<file path="config.mk">
export PLATFORM = sky130hd
export DESIGN_NAME = mem_bus_arbiter
export DESIGN_NICKNAME = d
export VERILOG_FILES = /design/src/rtl/mem_bus_arbiter_pkg.sv /design/src/rtl/mem_wr_buffer.sv /design/src/rtl/mem_bus_arbiter.sv
export SDC_FILE = /design/constraint.sdc
export NUM_CORES = 1
export LEC_CHECK = 0
export BUFFER_PORTS_ARGS = -buffer_cell sky130_fd_sc_hd__buf_2
export CORE_AREA = 2 2 203 205
export CTS_CLUSTER_SIZE = 24
export DETAILED_ROUTE_END_ITERATION = 8
export DIE_AREA = 0 0 205 207
export GPL_ROUTABILITY_DRIVEN = 0
export PLACE_DENSITY_LB_ADDON = 0.1
export SLEW_MARGIN = 20
export SYNTH_ARGS = -nofsm -noshare
export SYNTH_HDL_FRONTEND = slang
export SYNTH_SLANG_ARGS = --single-unit
</file>
<file path="constraint.sdc">
create_clock -name clk -period 1.9 [get_ports clk]
set_input_delay 0.285 -clock clk [delete_from_list [all_inputs] [get_ports clk]]
set_output_delay 0.285 -clock clk [all_outputs]
set_load 0.02 [all_outputs]
</file>
<file path="src/rtl/mem_bus_arbiter_pkg.sv">
// Shared definitions for the memory bus arbiter: bus transfer type encodings,
// read-FSM state codes and read-grant owner codes.
package mem_bus_arbiter_pkg;

  // Transfer sizes on the rd/wr type fields
  localparam logic [2:0] TYPE_BYTE = 3'b000;
  localparam logic [2:0] TYPE_HALF = 3'b001;
  localparam logic [2:0] TYPE_WORD = 3'b010;
  localparam logic [2:0] TYPE_LINE = 3'b100;

  // Read FSM states
  typedef enum logic [1:0] {
    R_IDLE = 2'd0,
    R_REQ  = 2'd1,
    R_RESP = 2'd2
  } rd_state_t;

  // Side that holds the current read grant
  typedef enum logic {
    OWNER_IF  = 1'b0,
    OWNER_MEM = 1'b1
  } owner_t;

endpackage

</file>
<file path="src/rtl/mem_wr_buffer.sv">
// One-entry data-side write buffer in front of the bus bridge write port.
// Ports:
//   i_clk, i_resetn          clock, asynchronous active-low reset
//   i_wr_*                   write request from the data side
//   o_wr_rdy                 buffer can take a write this cycle
//   i_rd_line                line address (addr[31:4]) of the pending data read
//   o_hit                    pending data read falls in the buffered line
//   o_bus_wr_*               entry presented to the bridge
//   i_bus_wr_rdy             bridge accepted the write request
//   i_bus_wr_done            bridge write response (1-cycle pulse)
module mem_wr_buffer
  import mem_bus_arbiter_pkg::*;
#(
  parameter int LINE_WORDS = 4
) (
  input  logic                      i_clk,
  input  logic                      i_resetn,
  input  logic                      i_wr_req,
  input  logic [2:0]                i_wr_type,
  input  logic [31:0]               i_wr_addr,
  input  logic [3:0]                i_wr_wstrb,
  input  logic [32*LINE_WORDS-1:0]  i_wr_data,
  output logic                      o_wr_rdy,
  input  logic [27:0]               i_rd_line,
  output logic                      o_hit,
  output logic                      o_bus_wr_req,
  output logic [2:0]                o_bus_wr_type,
  output logic [31:0]               o_bus_wr_addr,
  output logic [3:0]                o_bus_wr_wstrb,
  output logic [32*LINE_WORDS-1:0]  o_bus_wr_data,
  input  logic                      i_bus_wr_rdy,
  input  logic                      i_bus_wr_done
);

  logic                     r_wb_valid;
  logic                     r_wr_pend;
  logic [2:0]               r_type;
  logic [31:0]              r_addr;
  logic [3:0]               r_wstrb;
  logic [32*LINE_WORDS-1:0] r_data;

  logic w_done;
  logic w_free;
  logic w_accept;

  // A response only counts once the bridge has taken the request; stray pulses are dropped.
  assign w_done   = i_bus_wr_done && r_wb_valid && !r_wr_pend;
  // The completing response frees the slot in the same cycle so a new write can load behind it.
  assign w_free   = !r_wb_valid || w_done;
  assign w_accept = i_wr_req && w_free;
  assign o_wr_rdy = i_resetn && w_free;

  always_ff @(posedge i_clk or negedge i_resetn) begin
    if (!i_resetn) begin
      r_wb_valid <= 1'b0;
      r_wr_pend  <= 1'b0;
      r_type     <= '0;
      r_addr     <= '0;
      r_wstrb    <= '0;
      r_data     <= '0;
    end else if (w_accept) begin
      r_wb_valid <= 1'b1;
      r_wr_pend  <= 1'b1;
      r_type     <= i_wr_type;
      r_addr     <= i_wr_addr;
      r_wstrb    <= i_wr_wstrb;
      r_data     <= i_wr_data;
    end else begin
      if (w_done)
        r_wb_valid <= 1'b0;
      if (r_wr_pend && i_bus_wr_rdy)
        r_wr_pend <= 1'b0;
    end
  end

  // 16-byte line match against the buffered write
  assign o_hit = r_wb_valid && (i_rd_line == r_addr[31:4]);

  assign o_bus_wr_req   = r_wr_pend;
  assign o_bus_wr_type  = r_type;
  assign o_bus_wr_addr  = r_addr;
  assign o_bus_wr_wstrb = r_wstrb;
  assign o_bus_wr_data  = r_data;

endmodule

</file>
<file path="src/rtl/mem_bus_arbiter.sv">
// Shares the bus bridge read and write ports between the instruction side (IF_*)
// and the data side (MEM_*). Reads are arbitrated with data-side priority and a
// starvation guard for IF; data writes go through a one-entry write buffer, and a
// data read that hits the buffered line waits until that write completes.
// Ports:
//   clk, resetn              clock, asynchronous active-low reset
//   IF_rd_* / IF_ret_*       instruction read request and return
//   MEM_rd_* / MEM_ret_*     data read request and return
//   ret_data                 shared return data, qualified by *_ret_valid
//   MEM_wr_*                 data write request
//   bus_rd_* / bus_ret_*     bridge read port
//   bus_wr_*                 bridge write port
module mem_bus_arbiter
  import mem_bus_arbiter_pkg::*;
#(
  parameter int LINE_WORDS  = 4,
  parameter int MAX_MEM_RUN = 4
) (
  input  logic                      clk,
  input  logic                      resetn,
  input  logic                      IF_rd_req,
  input  logic [2:0]                IF_rd_type,
  input  logic [31:0]               IF_rd_addr,
  output logic                      IF_rd_rdy,
  output logic                      IF_ret_valid,
  output logic                      IF_ret_last,
  input  logic                      MEM_rd_req,
  input  logic [2:0]                MEM_rd_type,
  input  logic [31:0]               MEM_rd_addr,
  output logic                      MEM_rd_rdy,
  output logic                      MEM_ret_valid,
  output logic                      MEM_ret_last,
  output logic [31:0]               ret_data,
  input  logic                      MEM_wr_req,
  input  logic [2:0]                MEM_wr_type,
  input  logic [31:0]               MEM_wr_addr,
  input  logic [3:0]                MEM_wr_wstrb,
  input  logic [32*LINE_WORDS-1:0]  MEM_wr_data,
  output logic                      MEM_wr_rdy,
  output logic                      bus_rd_req,
  output logic [2:0]                bus_rd_type,
  output logic [31:0]               bus_rd_addr,
  input  logic                      bus_rd_rdy,
  input  logic                      bus_ret_valid,
  input  logic                      bus_ret_last,
  input  logic [31:0]               bus_ret_data,
  output logic                      bus_wr_req,
  output logic [2:0]                bus_wr_type,
  output logic [31:0]               bus_wr_addr,
  output logic [3:0]                bus_wr_wstrb,
  output logic [32*LINE_WORDS-1:0]  bus_wr_data,
  input  logic                      bus_wr_rdy,
  input  logic                      bus_wr_done
);

  localparam int RUN_W = $clog2(MAX_MEM_RUN + 1);
  localparam logic [RUN_W-1:0] RUN_MAX = RUN_W'(MAX_MEM_RUN);

  rd_state_t        r_state;
  rd_state_t        w_next;
  owner_t           r_owner;
  logic [2:0]       r_rd_type;
  logic [31:0]      r_rd_addr;
  logic [RUN_W-1:0] r_mem_run;

  logic w_hazard;
  logic w_idle;
  logic w_force_if;
  logic w_gnt_mem;
  logic w_gnt_if;

  mem_wr_buffer #(.LINE_WORDS(LINE_WORDS)) u_wb (
    .i_clk          (clk),
    .i_resetn       (resetn),
    .i_wr_req       (MEM_wr_req),
    .i_wr_type      (MEM_wr_type),
    .i_wr_addr      (MEM_wr_addr),
    .i_wr_wstrb     (MEM_wr_wstrb),
    .i_wr_data      (MEM_wr_data),
    .o_wr_rdy       (MEM_wr_rdy),
    .i_rd_line      (MEM_rd_addr[31:4]),
    .o_hit          (w_hazard),
    .o_bus_wr_req   (bus_wr_req),
    .o_bus_wr_type  (bus_wr_type),
    .o_bus_wr_addr  (bus_wr_addr),
    .o_bus_wr_wstrb (bus_wr_wstrb),
    .o_bus_wr_data  (bus_wr_data),
    .i_bus_wr_rdy   (bus_wr_rdy),
    .i_bus_wr_done  (bus_wr_done)
  );

  // Grant selection. resetn gates the idle flag so no rdy pulse leaks out while reset is held.
  assign w_idle     = (r_state == R_IDLE) && resetn;
  assign w_force_if = (r_mem_run == RUN_MAX) && IF_rd_req;
  assign w_gnt_mem  = w_idle && MEM_rd_req && !w_hazard && !w_force_if;
  assign w_gnt_if   = w_idle && IF_rd_req && !w_gnt_mem;

  // State register plus the request latched at grant time
  always_ff @(posedge clk or negedge resetn) begin
    if (!resetn) begin
      r_state   <= R_IDLE;
      r_owner   <= OWNER_IF;
      r_rd_type <= '0;
      r_rd_addr <= '0;
      r_mem_run <= '0;
    end else begin
      r_state <= w_next;
      if (w_gnt_mem) begin
        r_owner   <= OWNER_MEM;
        r_rd_type <= MEM_rd_type;
        r_rd_addr <= MEM_rd_addr;
        // Run length only grows while IF is actually being held off
        if (!IF_rd_req)
          r_mem_run <= '0;
        else if (r_mem_run != RUN_MAX)
          r_mem_run <= r_mem_run + RUN_W'(1);
      end else if (w_gnt_if) begin
        r_owner   <= OWNER_IF;
        r_rd_type <= IF_rd_type;
        r_rd_addr <= IF_rd_addr;
        r_mem_run <= '0;
      end
    end
  end

  // Next-state logic
  always_comb begin
    w_next = r_state;
    unique case (r_state)
      R_IDLE:  if (w_gnt_mem || w_gnt_if)          w_next = R_REQ;
      R_REQ:   if (bus_rd_rdy)                     w_next = R_RESP;
      R_RESP:  if (bus_ret_valid && bus_ret_last)  w_next = R_IDLE;
      default:                                     w_next = R_IDLE;
    endcase
  end

  // Output logic
  always_comb begin
    IF_rd_rdy     = w_gnt_if;
    MEM_rd_rdy    = w_gnt_mem;
    IF_ret_valid  = 1'b0;
    IF_ret_last   = 1'b0;
    MEM_ret_valid = 1'b0;
    MEM_ret_last  = 1'b0;
    ret_data      = '0;
    bus_rd_req    = 1'b0;
    unique case (r_state)
      R_REQ: bus_rd_req = 1'b1;
      R_RESP: begin
        ret_data = bus_ret_data;
        if (r_owner == OWNER_MEM) begin
          MEM_ret_valid = bus_ret_valid;
          MEM_ret_last  = bus_ret_last;
        end else begin
          IF_ret_valid  = bus_ret_valid;
          IF_ret_last   = bus_ret_last;
        end
      end
      default: ;
    endcase
  end

  assign bus_rd_type = r_rd_type;
  assign bus_rd_addr = r_rd_addr;

endmodule

</file>
==> results by group, run 1 <==
Run status
  • Outcome: finished with violations
  • Violations in the final reports: negative setup slack

Worst hold path
  • Class of the tightest hold or removal check: in2reg
  • Startpoint of the most critical hold path: IF_rd_req

Detailed routing
  • Number of search-and-repair iterations in the first detailed-routing pass: 6
  • Via/cell ratio: 4.012
  • Post-DR wirelength/cell: 16.82 µm
  • Initial detailed-routing violation count: 225
  • Antenna violation net count after detailed routing: 0
  • Vias after detailed routing: 7,751
  • DRC violations left: 0
  • Routed WL: 32.50 mm

Clock tree
  • Clock edge transition at the registers on the reported setup and hold paths: 0.06 ns
  • Total clock buffers created by CTS: 28
  • Maximum level of the CTS H-tree: 1
  • Clock tree sinks: 210
  • Maximum buffer depth of the clock tree: 3
  • Clock latency at the later pin of the worst-skew pair: 0.56 ns
  • CTS tree: built
  • Root buffer selected by CTS: clkbuf_16

GRT
  • Wire length of the first global-routing pass: 49.10 mm
  • Pin count of the biggest net entering global routing: 113
  • Vias in the first global route: 8,583
  • Number of antenna violations at the first check in global routing: 2
  • Total congestion overflow after global routing: 0
  • Combined global-route utilization of all metal layers: 14.69%

Power and ir drop
  • Share of power burned in combinational logic: 41.2%
  • Share of power burned in the clock network: 26.6%
  • Internal cell power: 13.34 mW
  • Sequential share of power: 32.2%
  • Switching part of the total power: 34.31%
  • Power density over cell area: 1261 nW/µm²
  • Leakage component of the power: 7.687 nW
  • Worst IR drop on VDD: 0.0007235 V
  • Net Sw Power: 6.968 mW

Synthesis
  • Unique masters post-synth: 27
  • Share of synthesized registers carrying an async set or reset: 100.0%
  • Number of synthesized flops with an enable pin: 0
  • Number of warning messages in the yosys log: 0
  • Sequential cell area fraction in the yosys report: 59.37%
  • Number of register bits inferred by synthesis: 210
  • Mean instance size in the synthesized netlist: 15.03 µm²
  • Net count after synthesis: 870
  • Cell count after synthesis: 589
  • Ys flop type: dfrtp_1
  • Combined area of all synthesized cells: 8851 µm²

Worst setup path
  • Worst path slowest cell: dfrtp_2
  • CP Max Fanout: 4
  • CP most frequent cell: nand4_1
  • Category of the most critical setup path: reg2out
  • Endpoint arrival time on the critical path: 2.17 ns
  • Cells along the critical path: xnor2_2, nand4_1, nor4_2, nand4_1, nand4_4, nor2b_4, buf_6
  • Startpoint class of the critical path: flop
  • Stage delay of the slowest cell on the critical path: 0.43 ns
  • Req. time, crit path: 1.62 ns
  • FF-to-FF Start: u_wb.o_bus_wr_addr[27]
  • Crit. End Element: primary output
  • Crit path launch: u_wb.o_bus_wr_addr[27]

Cells and area
  • Most frequent cells in the layout: buf_2, mux2_2, dfrtp_1
  • Cell area after layout: 16,100 µm²
  • Sequential cell area: 5264 µm²
  • Final Net Count: 1,657
  • Fraction of layout cells with a size suffix above 1: 65.02%
  • Number of fill cells in the layout: 3,997
  • Final core occ: 39.89%
  • Area added between synthesis and finish: 81.92%
  • Multi-input gate area: 3553 µm²
  • Commonest non-fill, non-tap cell in the layout: buf_2

STA
  • Largest clock skew in the final design: 0.01696 ns
  • Fin crit share: 129.4%
  • Final Hold Violating Endpoints: 0
  • Final-layout worst hold slack: 0.03101 ns
  • Tightest slew margin relative to the limit: 51.25%
  • Final min period: 2.458 ns
  • Unrepaired setup endpoints after global routing: true
  • Slew @ Worst Pin: 0.7312 ns
  • Fin. max-slew vios: 0
  • Count of endpoints failing setup in the final report: 77
  • Final worst-path setup slack: -0.5581 ns
  • Achievable frequency: 406.8 MHz

Place
  • Number of buffer cells added on primary ports: 521
  • Placed cell areas: 12,550 µm²
  • HPWL after DPL: 23.41 mm

Floorplan
  • Site Rows: 74
  • Horizontal die dimension: 205 µm
  • Die Ht: 207 µm
  • Initial cell density of the core: 21.93%
  • Boundary pin count: 522
  • Core region area: 40,370 µm²
  • DIE AREA: 42,440 µm²

Flow run
  • Max-cap violation count: 0
through the flow:
| stage | worst slack [ns] | setup TNS (ns) | power, mW | instances |
|---|---|---|---|---|
| after floorplan | 0.007746 | 0 | 10.84 | 589 |
| after global placement | -0.2261 | -7.989 | 13.80 | 1666 |
| after detailed placement | -0.2935 | -10.43 | 13.83 | 1666 |
| after CTS | -0.6597 | -13.19 | 20.46 | 1924 |
| after global routing | -0.7314 | -21.41 | 21.44 | 1932 |
| final | -0.5581 | -12.77 | 20.31 | 1932 |
critical path, delay by kind of cell, from the launching register on:
family | cells | cell delay [ns]
xor+xnor | 1 | 0.16
buf+inv | 1 | 0.12
flops | 1 | 0.43
simple gates | 5 | 0.91
logic make-up after synthesis:
logic type                 share of synthesized area (%)
buffers and inverters                              2.290
adders and majority gates                         0.2827
AOI/OAI and AO/OA                                 0.3393
xor gates and xnor gates                           2.870
muxes                                              30.49
DFF                                                59.37
and+or+nand+nor                                    4.354
per-layer routing:
layer,wire [µm],part of all wire (%),global-route usage [%],up-vias
met4,616,1.9,3.027,0
li1,-,-,-,3638
met5,0,0,0,-
met1,13040,40,17.37,3758
met3,2839,8.7,4.972,39
met2,16000,49,25.71,316
worst paths after layout:
path	end	slack [ns]	cells after the start
worst min-delay path	r_mem_run[2]	0.03	3
min in group asynchronous	u_wb.o_bus_wr_req	0.42	3
worst max register to register	bus_rd_addr[23]	-0.30	9
worst max-delay path	IF_rd_rdy	-0.56	7
max in group asynchronous	u_wb.o_bus_wr_data[84]	0.32	4
worst min register to register	u_wb.o_bus_wr_data[83]	0.50	1
area by class of cell:
class                   instances  area share (%)
clock buffers                  43           5.012
well taps                     532           4.134
flip-flops and latches        210           32.69
multi-input cells             342           22.07
diodes                          2         0.03108
inverters                       6          0.1399
repair buffers                788           35.05
clock inverters                 9          0.8703
power groups by stage:
stage                     Sequential (mW)  Combinational, mW  Clock, mW
after global routing                 6.72               8.91       5.81
after CTS                            6.54               8.30       5.62
after detailed placement             6.58               7.25          0
after global placement               6.54               7.25          0
final                                6.53               8.37       5.40
after floorplan                      8.16               2.68          0
synth_stat cells, drive strengths merged, types with 2 or more instances:
cell    count  share of area [%]
xnor2      17                1.7
mux2i       3               0.34
dfrtp     210                 59
and2       34                2.4
buf        26                1.7
nor2        3               0.13
ha          2               0.28
xor2       12                1.2
mux2      237                 30
inv         6               0.25
nand2      13               0.55
nand4       6               0.49
nor4        4               0.28
and3        2               0.14
clkbuf      5               0.33
nor2b       2               0.14
state kept, by name, indices dropped and copies added, names as in the netlist, 2 cells and up:
signal               count
bus_rd_addr             32
u_wb.o_bus_wr_addr      32
r_state                  2
u_wb.o_bus_wr_data     128
r_mem_run                3
bus_rd_type              3
u_wb.o_bus_wr_type       3
u_wb.o_bus_wr_wstrb      4
repair_timing:
item / in CTS / in global routing
buffers inserted: 4 / 6
setup endpoints to repair: 79 / 78
hold buffers: 198 / 0
pin swaps: 23 / 2
cloned: 4 / 2
hold endpoints to repair: 241 / 0
resized for setup: 107 / 28
Power figures use the tool's default switching activity.
==> run 2: changes to the inputs <==
--- a/config.mk
+++ b/config.mk
@@ -5,11 +5,11 @@
 export SDC_FILE = /design/constraint.sdc
 export NUM_CORES = 1
 export LEC_CHECK = 0
-export BUFFER_PORTS_ARGS = -buffer_cell sky130_fd_sc_hd__buf_2
-export CORE_AREA = 2 2 203 205
+export CORE_AREA = 2 2 201 203
 export CTS_CLUSTER_SIZE = 24
 export DETAILED_ROUTE_END_ITERATION = 8
-export DIE_AREA = 0 0 205 207
+export DIE_AREA = 0 0 203 205
+export DONT_BUFFER_PORTS = 1
 export GPL_ROUTABILITY_DRIVEN = 0
 export PLACE_DENSITY_LB_ADDON = 0.1
 export SLEW_MARGIN = 20
==> constraint.sdc (replaced) <==
create_clock -name clk -period 2.9 [get_ports clk]
set_input_delay 0.435 -clock clk [delete_from_list [all_inputs] [get_ports clk]]
set_output_delay 0.435 -clock clk [all_outputs]
set_load 0.02 [all_outputs]
==> run 2 against run 1 <==
The flow finishes with violations (negative hold slack). Utilization decreased by 13 points. Routed wire length decreased by 11%. Sequential power decreased by 13%.
==> results by group, run 2 (synthesized netlist as in run 1, its figures left out) <==
Worst setup path
  • Category of the most critical setup path: reg2out
  • CP Max Fanout: 3
  • Endpoint arrival time on the critical path: 2.39 ns
  • Req. time, crit path: 2.47 ns
  • Crit. End Element: primary output
  • Number of cells traversed by the worst register-to-register path: 8
  • Startpoint class of the critical path: flop

Power and ir drop
  • Power density over cell area: 1040 nW/µm²
  • Total power: 10.95 mW
  • Worst IR drop on VDD: 0.0004509 V
  • Leakage component of the power: 4.273 nW

STA
  • Fin crit share: 97.46%
  • Count of endpoints failing setup in the final report: 0
  • Fin. max-slew vios: 0
  • Final-layout worst hold slack: -0.4103 ns
  • Tightest slew margin relative to the limit: 60.95%
  • Achievable frequency: 353.8 MHz
  • Final worst-path setup slack: 0.07376 ns
  • Largest clock skew in the final design: 0.01265 ns
  • Final Hold Violating Endpoints: 210
  • Final min period: 2.826 ns
  • Unrepaired setup endpoints after global routing: true
  • Slew @ Worst Pin: 0.5858 ns

Clock tree
  • Maximum level of the CTS H-tree: 1
  • Root buffer selected by CTS: clkbuf_16
  • Clock edge transition at the registers on the reported setup and hold paths: 0.06 ns
  • CTS tree: built
  • Hold buffer count at CTS: 2
  • Total clock buffers created by CTS: 26
  • Maximum buffer depth of the clock tree: 3
  • Clock tree sinks: 210
  • Clock latency at the later pin of the worst-skew pair: 0.54 ns

Place
  • Number of buffer cells added on primary ports: 0
  • HPWL after DPL: 21.65 mm
  • Worst Setup Slack post-DPL: -0.1296 ns
  • # placed instances: 1,093

Floorplan
  • Die Ht: 205 µm
  • Boundary pin count: 522
  • Core region area: 39,370 µm²
  • DIE AREA: 41,620 µm²
  • Site Rows: 73
  • Horizontal die dimension: 203 µm
  • Initial cell density of the core: 22.48%

Detailed routing
  • DRC violations left: 0
  • Antenna violation net count after detailed routing: 0
  • Vias after detailed routing: 4,893
  • Initial detailed-routing violation count: 161
  • Via/cell ratio: 4.281
  • Number of search-and-repair iterations in the first detailed-routing pass: 4
  • Post-DR wirelength/cell: 25.17 µm
  • Routed WL: 28.77 mm

GRT
  • Pin count of the biggest net entering global routing: 213
  • Vias in the first global route: 5,687
  • Number of antenna violations at the first check in global routing: 5
  • Wire length of the first global-routing pass: 40.43 mm
  • Total congestion overflow after global routing: 0
  • Combined global-route utilization of all metal layers: 13.11%

Cells and area
  • Fraction of layout cells with a size suffix above 1: 52.76%
  • Largest register FFs: 128
  • Final Instance Count excl. Fillers: 1,143
  • Final Net Count: 879
  • Area added between synthesis and finish: 19.01%
  • Commonest non-fill, non-tap cell in the layout: mux2_2
  • Most frequent cells in the layout: mux2_2, dfrtp_1, and2_1

Run status
  • Outcome: finished with violations
  • Violations in the final reports: negative hold slack

Worst hold path
  • Class of the tightest hold or removal check: in2async

Flow run
  • Max-cap violation count: 0
## run 2: metrics by stage
| stage | setup TNS, ns | utilization [%] | hold slack [ns] | area (µm²) |
|---|---|---|---|---|
| floorplan | 0 | - | 0.1394 | 8851 |
| global placement | -3.188 | 24.08 | 0.1451 | 9479 |
| detailed placement | -3.730 | 24.08 | 0.1441 | 9479 |
| CTS | -0.03460 | 26.75 | -0.4445 | 10530 |
| global route | -0.08033 | 26.76 | -0.4365 | 10530 |
| finish | 0 | 26.76 | -0.4103 | 10530 |
## run 2: final timing paths
kind / start / endpoint / slack [ns]
worst min register to register: r_mem_run[0] / r_mem_run[0] / 0.56
worst max register to register: u_wb.o_bus_wr_addr[31] / bus_rd_addr[18] / 0.42
worst min-delay path: resetn / u_wb.o_bus_wr_data[116] / -0.41
max in group asynchronous: resetn / u_wb.o_bus_wr_addr[8] / 2.76
worst max-delay path: u_wb.o_bus_wr_addr[31] / IF_rd_rdy / 0.07
min in group clk: IF_rd_req / r_mem_run[1] / 0.03
## run 2: worst max-delay path: stages, from the launching register on
cell and delay [ns]:
dfrtp_2 0.47, xnor2_1 0.18, nand4_1 0.18, nor4_2 0.32
nand4_1 0.27, nand4_4 0.17, nor2b_4 0.16, buf_6 0.13
## run 2: power breakdown
part / total, mW / internal (mW) / switching, mW
sequential: 5.67 / 3.81 / 1.86
combinational: 2.14 / 1.22 / 0.926
clock: 3.14 / 1.86 / 1.27
total: 11.0 / 6.89 / 4.06
## run 2: area by class of cell
class | count | area, µm²
antenna | 2 | 5.005
clock buffer | 38 | 787.0
clock inverter | 8 | 42.54
fill | 4005 | 28830
inverter | 6 | 22.52
multi-input combinational | 342 | 3582
sequential | 210 | 5276
tap | 525 | 656.9
timing repair buffer | 12 | 161.4
## run 2: repair_timing
item / in CTS / in global routing
buffers inserted: 1 / 0
pin swaps: 16 / 0
gates resized for setup: 40 / 0
endpoints found under the setup margin: 37 / 1
endpoints found under the hold margin: 212 / 210
## run 2: metal layers
layer	up-vias	part of all wire, %	global-route usage (%)	routed length [µm]
met4	4	2.9	4.510	841
li1	2069	-	-	-
met3	57	12	6.157	3445
met1	2413	34	13.22	9650
met2	350	51	23.70	14800
met5	-	0.10	0	30
